<file path="src/rtl/key_tracker_if.sv">
// Scan-code input and key-state output bundle for key_tracker.
interface key_tracker_if;
  logic       scan_valid;
  logic [7:0] scan_code;
  logic       frame_start;
  logic [7:0] keyTrack;
  logic [7:0] key_live;
  logic [7:0] key_press;
  logic [7:0] key_release;

  modport master (
    output scan_valid, scan_code, frame_start,
    input  keyTrack, key_live, key_press, key_release
  );

  modport slave (
    input  scan_valid, scan_code, frame_start,
    output keyTrack, key_live, key_press, key_release
  );
endinterface

</file>
<file path="src/rtl/key_tracker.sv">
// PS/2 set-2 scan-code parser tracking eight lane keys, with frame-latched
// key vector (taps shorter than a frame still show for one frame) and
// one-cycle press/release strobes.
module key_tracker #(
  parameter int unsigned TIMEOUT_CYCLES = 50000
) (
  input logic         Clk,
  input logic         Reset,
  key_tracker_if.slave bus
);

  localparam int unsigned CW = (TIMEOUT_CYCLES > 2) ? $clog2(TIMEOUT_CYCLES) : 1;
  localparam logic [CW-1:0] CNT_LAST = CW'(TIMEOUT_CYCLES - 1);

  typedef enum logic [1:0] {
    ST_IDLE,
    ST_BRK,
    ST_EXT,
    ST_EXT_BRK
  } state_t;

  state_t        state_q, state_d;
  logic [CW-1:0] cnt_q, cnt_d;
  logic [7:0]    live_q, live_d;
  logic [7:0]    press_q, press_d;
  logic [7:0]    release_q, release_d;
  logic [7:0]    tap_q, tap_d;
  logic [7:0]    track_q, track_d;
  logic [7:0]    hit;
  logic [7:0]    make_m;
  logic [7:0]    brk_m;

  // Lane decode: one-hot bit for mapped make codes, zero otherwise.
  function automatic logic [7:0] lane_mask(input logic [7:0] code);
    logic [7:0] m;
    m = '0;
    case (code)
      8'h1C:   m = 8'h80;
      8'h1B:   m = 8'h40;
      8'h23:   m = 8'h20;
      8'h2B:   m = 8'h10;
      8'h3B:   m = 8'h08;
      8'h42:   m = 8'h04;
      8'h4B:   m = 8'h02;
      8'h4C:   m = 8'h01;
      default: m = '0;
    endcase
    return m;
  endfunction

  assign hit = lane_mask(bus.scan_code);

  // Parser next state, prefix timeout, and key event decode.
  always_comb begin
    state_d = state_q;
    cnt_d   = cnt_q;
    make_m  = '0;
    brk_m   = '0;
    if (bus.scan_valid) begin
      cnt_d = '0;
      case (state_q)
        ST_IDLE: begin
          if (bus.scan_code == 8'hF0)      state_d = ST_BRK;
          else if (bus.scan_code == 8'hE0) state_d = ST_EXT;
          else                             make_m  = hit;
        end
        ST_BRK: begin
          // E0/F0 decode to an empty mask, so a protocol error yields no event.
          state_d = ST_IDLE;
          brk_m   = hit;
        end
        ST_EXT:     state_d = (bus.scan_code == 8'hF0) ? ST_EXT_BRK : ST_IDLE;
        ST_EXT_BRK: state_d = ST_IDLE;
        default:    state_d = ST_IDLE;
      endcase
    end else if (state_q != ST_IDLE) begin
      if (cnt_q == CNT_LAST) begin
        state_d = ST_IDLE;
        cnt_d   = '0;
      end else begin
        cnt_d = cnt_q + CW'(1);
      end
    end
  end

  // Key state, strobes, sticky taps and frame latch.
  always_comb begin
    live_d    = (live_q | make_m) & ~brk_m;
    press_d   = make_m & ~live_q;
    release_d = brk_m & live_q;
    tap_d     = bus.frame_start ? make_m : (tap_q | make_m);
    track_d   = bus.frame_start ? (live_q | tap_q) : track_q;
  end

  // State registers.
  always_ff @(posedge Clk or posedge Reset) begin
    if (Reset) begin
      state_q   <= ST_IDLE;
      cnt_q     <= '0;
      live_q    <= '0;
      press_q   <= '0;
      release_q <= '0;
      tap_q     <= '0;
      track_q   <= '0;
    end else begin
      state_q   <= state_d;
      cnt_q     <= cnt_d;
      live_q    <= live_d;
      press_q   <= press_d;
      release_q <= release_d;
      tap_q     <= tap_d;
      track_q   <= track_d;
    end
  end

  assign bus.keyTrack    = track_q;
  assign bus.key_live    = live_q;
  assign bus.key_press   = press_q;
  assign bus.key_release = release_q;

endmodule

</file>
<file path="src/flat_wrapper.sv">
// flat-port wrapper written by rule: the top's interface ports become plain ports
module key_tracker_flat 
#(
  parameter int unsigned TIMEOUT_CYCLES = 50000
)
  (Clk, Reset, bus_scan_valid, bus_scan_code, bus_frame_start, bus_keyTrack, bus_key_live, bus_key_press, bus_key_release);
  key_tracker_if bus_i ();
  input logic Clk;
  input logic Reset;
  input wire logic [$bits(bus_i.scan_valid)-1:0] bus_scan_valid;
  input wire logic [$bits(bus_i.scan_code)-1:0] bus_scan_code;
  input wire logic [$bits(bus_i.frame_start)-1:0] bus_frame_start;
  output wire logic [$bits(bus_i.keyTrack)-1:0] bus_keyTrack;
  output wire logic [$bits(bus_i.key_live)-1:0] bus_key_live;
  output wire logic [$bits(bus_i.key_press)-1:0] bus_key_press;
  output wire logic [$bits(bus_i.key_release)-1:0] bus_key_release;
  assign bus_i.scan_valid = bus_scan_valid;
  assign bus_i.scan_code = bus_scan_code;
  assign bus_i.frame_start = bus_frame_start;
  assign bus_keyTrack = bus_i.keyTrack;
  assign bus_key_live = bus_i.key_live;
  assign bus_key_press = bus_i.key_press;
  assign bus_key_release = bus_i.key_release;
  key_tracker #(.TIMEOUT_CYCLES(TIMEOUT_CYCLES)) u_core (.Clk(Clk), .Reset(Reset), .bus(bus_i));
endmodule
</file>
<file path="config.mk">
export PLATFORM = sky130hd
export DESIGN_NAME = key_tracker_flat
export DESIGN_NICKNAME = d
export VERILOG_FILES = /design/src/rtl/key_tracker_if.sv /design/src/rtl/key_tracker.sv /design/src/flat_wrapper.sv
export SDC_FILE = /design/constraint.sdc
export NUM_CORES = 1
export LEC_CHECK = 0
export CORE_MARGIN = 2
export CORE_UTILIZATION = 47
export DETAILED_ROUTE_END_ITERATION = 7
export HOLD_SLACK_MARGIN = 0.06
export PLACE_DENSITY_LB_ADDON = 0.15
export SLEW_MARGIN = 20
export SYNTH_ARGS = -nofsm -noshare
export SYNTH_HDL_FRONTEND = slang
export SYNTH_SLANG_ARGS = --single-unit
export TNS_END_PERCENT = 30
</file>
<file path="constraint.sdc">
create_clock -name Clk -period 1.8 [get_ports Clk]
set_clock_uncertainty 0.2 [all_clocks]
set_input_delay 0.36 -clock Clk [delete_from_list [all_inputs] [get_ports Clk]]
set_output_delay 0.36 -clock Clk [all_outputs]
set_load 0.005 [all_outputs]
</file>
Yosys cells after proc, flatten, opt, wreduce, memory -nomap -nowiden
Cells that the tools add are included.

Register bits after elaboration: 58. Bits in latches: 0. Memory bits (writable): 0. Memory bits (read-only): 0. Input bits: 12. Output and inout bits: 32. Word-level logic and storage cells: 55. Memories: 0.

Add/sub/neg operators: 1. Multipliers: 0. Div/mod/pow operators: 0. Order comparisons: 0. Eq/ne operators: 15. Shift-type cells: 0. Mux-type cells: 18. Bitwise gates (word level): 8. Reductions and logical operators: 6.

Operators by type and width (count): one-hot mux 8 bit (8 select lines) (1); 2-to-1 mux 8 bit (7); 2-to-1 mux 16 bit (3); bitwise AND 8 bit (3); == test 8 x 6 -> 1 bit (second input constant) (3); == test 8 x 7 -> 1 bit (second input constant) (3); OR 8 bit (3); adder 16 x 1 -> 16 bit (second input constant) (1); == test 16 bit (second input constant) (1); == test 8 x 5 -> 1 bit (second input constant) (2); == test 8 bit (second input constant) (2); NOT 8 bit (2); 2-to-1 mux 2 bit (6); one-hot mux 2 bit (3 select lines) (1); nonzero test 2 bit (3); == test 2 bit (second input constant) (2); inequality test 4 x 2 -> 1 bit (second input constant) (1); AND reduction 3 bit (1); == test 2 x 1 -> 1 bit (second input constant) (1); logical NOT 2 bit (1); OR reduction 2 bit (1).

Longest topological paths before layout
Depth after elaboration: 8. Depth in mapped cells: 6.

Worst setup path after synthesis
OpenSTA, ideal clock, no wires.

Path kind: register -> register. From: reg u_core.cnt_q[0]. To: reg u_core.cnt_q[12]. Library setup time: 0.095 ns. Arrival: 1.479 ns. Required time: 1.505 ns. Path slack: 0.026 ns. Stages on the path, launching flop included: 6. Period minus slack after synthesis: 1.774 ns. Cell sequence: dfrtp_1 > ha_1 > and4b_1 > a41oi_2 > o21ai_2 > o31ai_1.

Longest elaborated chain between the ends: 4. Elaborated cells on any way between the ends: 5. Those cells by class: add/sub: 1; eq/ne: 1; mux: 3.

RTL lines: from (decl) (RTL line key_tracker.sv:23) `logic [CW-1:0] cnt_q, cnt_d;`; from (signal assigned) (RTL line key_tracker.sv:107) `cnt_q <= cnt_d;`; adder 16 x 1 -> 16 bit / == test 16 bit (equally long branches) (RTL line key_tracker.sv:81, key_tracker.sv:77); 2-to-1 mux 16 bit * (RTL line key_tracker.sv:77) `if (cnt_q == CNT_LAST) begin`; 2-to-1 mux 16 bit * (RTL line key_tracker.sv:76) `end else if (state_q != ST_IDLE) begin`; 2-to-1 mux 16 bit * (RTL line key_tracker.sv:59) `if (bus.scan_valid) begin`.

Every way passes the cells marked *; elsewhere a longest branch is shown, timed or not. The select of a mux whose other input is x is not followed. A chain may end at the register's enable or synchronous reset.

Final worst setup path
From: reg u_core.cnt_q[1]. To: reg u_core.cnt_q[5].

The elaborated chain is that of the path after synthesis.

==> metrics.txt <==
hold endpoint=u_core.bus.key_press[5]$_DFF_PP0_; leak pwr=1.78 nW; port bufs=43; CTS Buf Count=9; launching point of the worst reg2reg path=u_core.cnt_q[1]$_DFFE_PP0P_; worst hold stages=1; Mapped Area=2630 um^2; clock buffer depth=2; Sw Pwr=0.631 mW; part of the power in combinational logic=8.6%; Vias=2244; row count=27; Async SR Flop Fraction=100%; failing checks=setup timing; commonest non-fill, non-tap cells in the layout=buf_4, dfrtp_1, nor2_1, clkdlybuf4s50_1; final setup fails=1; PwrDens=721 nW/um^2; Slew @ Worst Pin=0.438 ns; net count of the finished layout=375; Syn Area/Cell=10.5 um^2; clock power share=44.0%; Worst Setup End Kind=flip-flop; Die Y-Extent=78.8 um; Hold Startpoint=u_core.bus.key_live[5]$_DFF_PP0_; GP Congestion=0.845; Peak Freq=555 MHz; Post-Route WL=6250 um; Core ar.=5440 um^2; grt total ovfl=0; DR vias/cell=5.11; first-pass GRT wire length=10300 um; antenna viol nets, final=0; CP required=1.83 ns; Clock Root Buffer=clkbuf_8; Synth Warn #=0; sw frac=22.4%; final period utilization=100%; Sequential Area=1450 um^2; TritonCTS clock tree=built; gr usage total=21.8%; final hold slack=0.245 ns; CTS sink count=58; max layer used=met4; worst skew pair latency=0.34 ns; count of flip-flops with a built-in enable after synthesis=0; initial antenna violation count=1; Design Area, Final=3910 um^2; crit path launch type=flip-flop; DR WL met2=2930 um; starting density of the core=48.3%; net count after synthesis=262; die span in x=78.8 um; RSZ-0062 raised after global routing=yes; drt first-iter violations=129; worst ir drop on vdd=652 uV; DP Worst Slack=-0.499 ns; register area share after synthesis=55.3%; crit-path max cell delay=0.40 ns; Worst Hold Class=flip-flop to flip-flop; area occupied by multi-input gates=1150 um^2; H-Tree Depth=3; Die Area=6200 um^2; Slowest-stage cell, CP=dfrtp_1; Internal Pwr Total=2.19 mW; Pre-antenna DRT Iters=4; DP HPWL=4300 um; Layout fillers=403; capturing point of the worst reg2reg path=u_core.cnt_q[5]$_DFFE_PP0P_; met3 routed WL=269 um; Reg2Reg Depth=5; share of cells above drive strength 1=30.1%; Cells after Synth=249; Slew Limit Fails=0; register share of total power=47.4%; drc violations=0; Synth-to-Final Area Change=48.9%; Synth Register Bits=58; average wire per standard cell=14.2 um; commonest non-fill, non-tap cell in the layout=buf_4; I/O pins=44; wl on met1=2950 um; max cap viols=0; Worst Slack Setup Final=-0.00137 ns; critical path type=flip-flop to flip-flop; final hold violation count=0; number of distinct library cells after synthesis=49; Placed Area=3560 um^2; CP Data Arrival Time=1.83 ns; number of global-route vias before repair=2232; predominant post-synthesis flop cell=dfrtp_1; relative slew slack=70.5%; status=finished, violations left; worst-path cell chain=ha_2, and4b_2, a41oi_4, o21ai_2, o31ai_1; Setup TNS Final=-0.00137 ns; total power=2.82 mW; CTS clk-pin slew, worst paths=0.07 ns; largest net degree at the start of global routing=59; CP Max Fanout=5; minimum clock period=1.80 ns; R2R Setup Slk=-0.001 ns
[metal layers]
metal / GRT usage [%] / up-vias
met1: 29.6 / 1065
met5: 0 / -
met4: 11.2 / 0
met2: 32.3 / 51
li1: - / 1119
met3: 5.91 / 9
[how the worst max path moves through the flow]
stage,from,endpoint,depth (start not counted)
global route,u_core.cnt_q[1]$_DFFE_PP0P_,u_core.cnt_q[10]$_DFFE_PP0P_,6
finish,u_core.cnt_q[1]$_DFFE_PP0P_,u_core.cnt_q[5]$_DFFE_PP0P_,5
global placement,bus_scan_code[7],u_core.bus.key_live[0]$_DFF_PP0_,5
detailed placement,bus_scan_code[7],u_core.bus.key_live[0]$_DFF_PP0_,5
floorplan,u_core.cnt_q[0]$_DFFE_PP0P_,u_core.cnt_q[12]$_DFFE_PP0P_,5
CTS,u_core.cnt_q[1]$_DFFE_PP0P_,u_core.state_q[1]$_DFFE_PP0P_,6
[cells in the mapped netlist (all sizes together) (2+ instances only)]
cell type | count | share of area, %
dfrtp | 58 | 55
nor2 | 34 | 5.0
inv | 18 | 2.6
nand2 | 18 | 2.7
a21oi | 15 | 2.9
o21ai | 13 | 2.6
and3 | 8 | 2.0
nor3 | 8 | 1.7
a31oi | 7 | 1.7
nand3 | 7 | 1.7
nor4 | 6 | 1.4
xnor2 | 5 | 1.7
buf | 4 | 0.76
nand4 | 4 | 1.2
nor4b | 4 | 3.0
a22oi | 3 | 1.0
mux2i | 3 | 1.1
o31ai | 3 | 0.86
a22o | 2 | 0.67
and4 | 2 | 0.67
and4b | 2 | 0.76
and4bb | 2 | 0.95
clkbuf | 2 | 0.29
o211ai | 2 | 0.57
or3 | 2 | 0.86
or3b | 2 | 0.67
or4 | 2 | 0.57
[power groups by stage]
stage / clock [mW] / sequential, mW / combinational (mW)
after global placement: 0 / 1.36 / 0.233
final: 1.24 / 1.34 / 0.243
after CTS: 1.25 / 1.34 / 0.241
after detailed placement: 0 / 1.36 / 0.235
after floorplan: 0 / 1.36 / 0.0808
after global routing: 1.31 / 1.34 / 0.268
[flip-flops by register name, indices dropped and copies added, names as in the netlist]
| register | count |
|---|---|
| u_core.bus.key_release | 8 |
| u_core.cnt_q | 16 |
| u_core.bus.keyTrack | 8 |
| u_core.state_q | 2 |
| u_core.bus.key_press | 8 |
| u_core.bus.key_live | 8 |
| u_core.tap_q | 8 |
[layout make-up]
cell class                      count  share of cell area, %
Multi-Input combinational cell    167                   29.5
Antenna cell                        1                 0.0640
Tap cell                           72                   2.30
Sequential cell                    58                   37.1
Clock inverter                      2                  0.896
Timing Repair Buffer              108                   24.0
Clock buffer                       13                   4.32
Inverter                           18                   1.82
[critical path: cells and delay by family (launching register included)]
family                   cells  cell delay (ns)
adder cells (fa/ha/maj)      1             0.18
AND/OR/NAND/NOR              1             0.24
AO/OA/AOI/OAI                3             0.68
flip-flops                   1             0.40
[per-stage QoR]
stage / cells / util, %
detailed placement: 415 / 65.5
floorplan: 249 / -
CTS: 437 / 70.3
finish: 439 / 71.9
global route: 439 / 71.9
global placement: 415 / 65.5
[logic make-up (layout without fill, tap and decap cells)]
kind of cell	Yosys count	count (layout)	share of synthesized area, %
compound gates	49	49	12.0
buf+inv	24	141	3.62
simple gates	109	109	25.8
fa+ha+maj	1	1	0.476
other cells	0	1	0
flops	58	58	55.3
mux	3	3	1.14
xor+xnor	5	5	1.67
[timing repair]
action,4_1_cts,5_1_grt
buffers inserted,7,1
pin swaps,5,9
endpoints found under the setup margin,20,21
hold buffers,0,0
resized for setup,11,20
(Power assumes the default switching activity.)
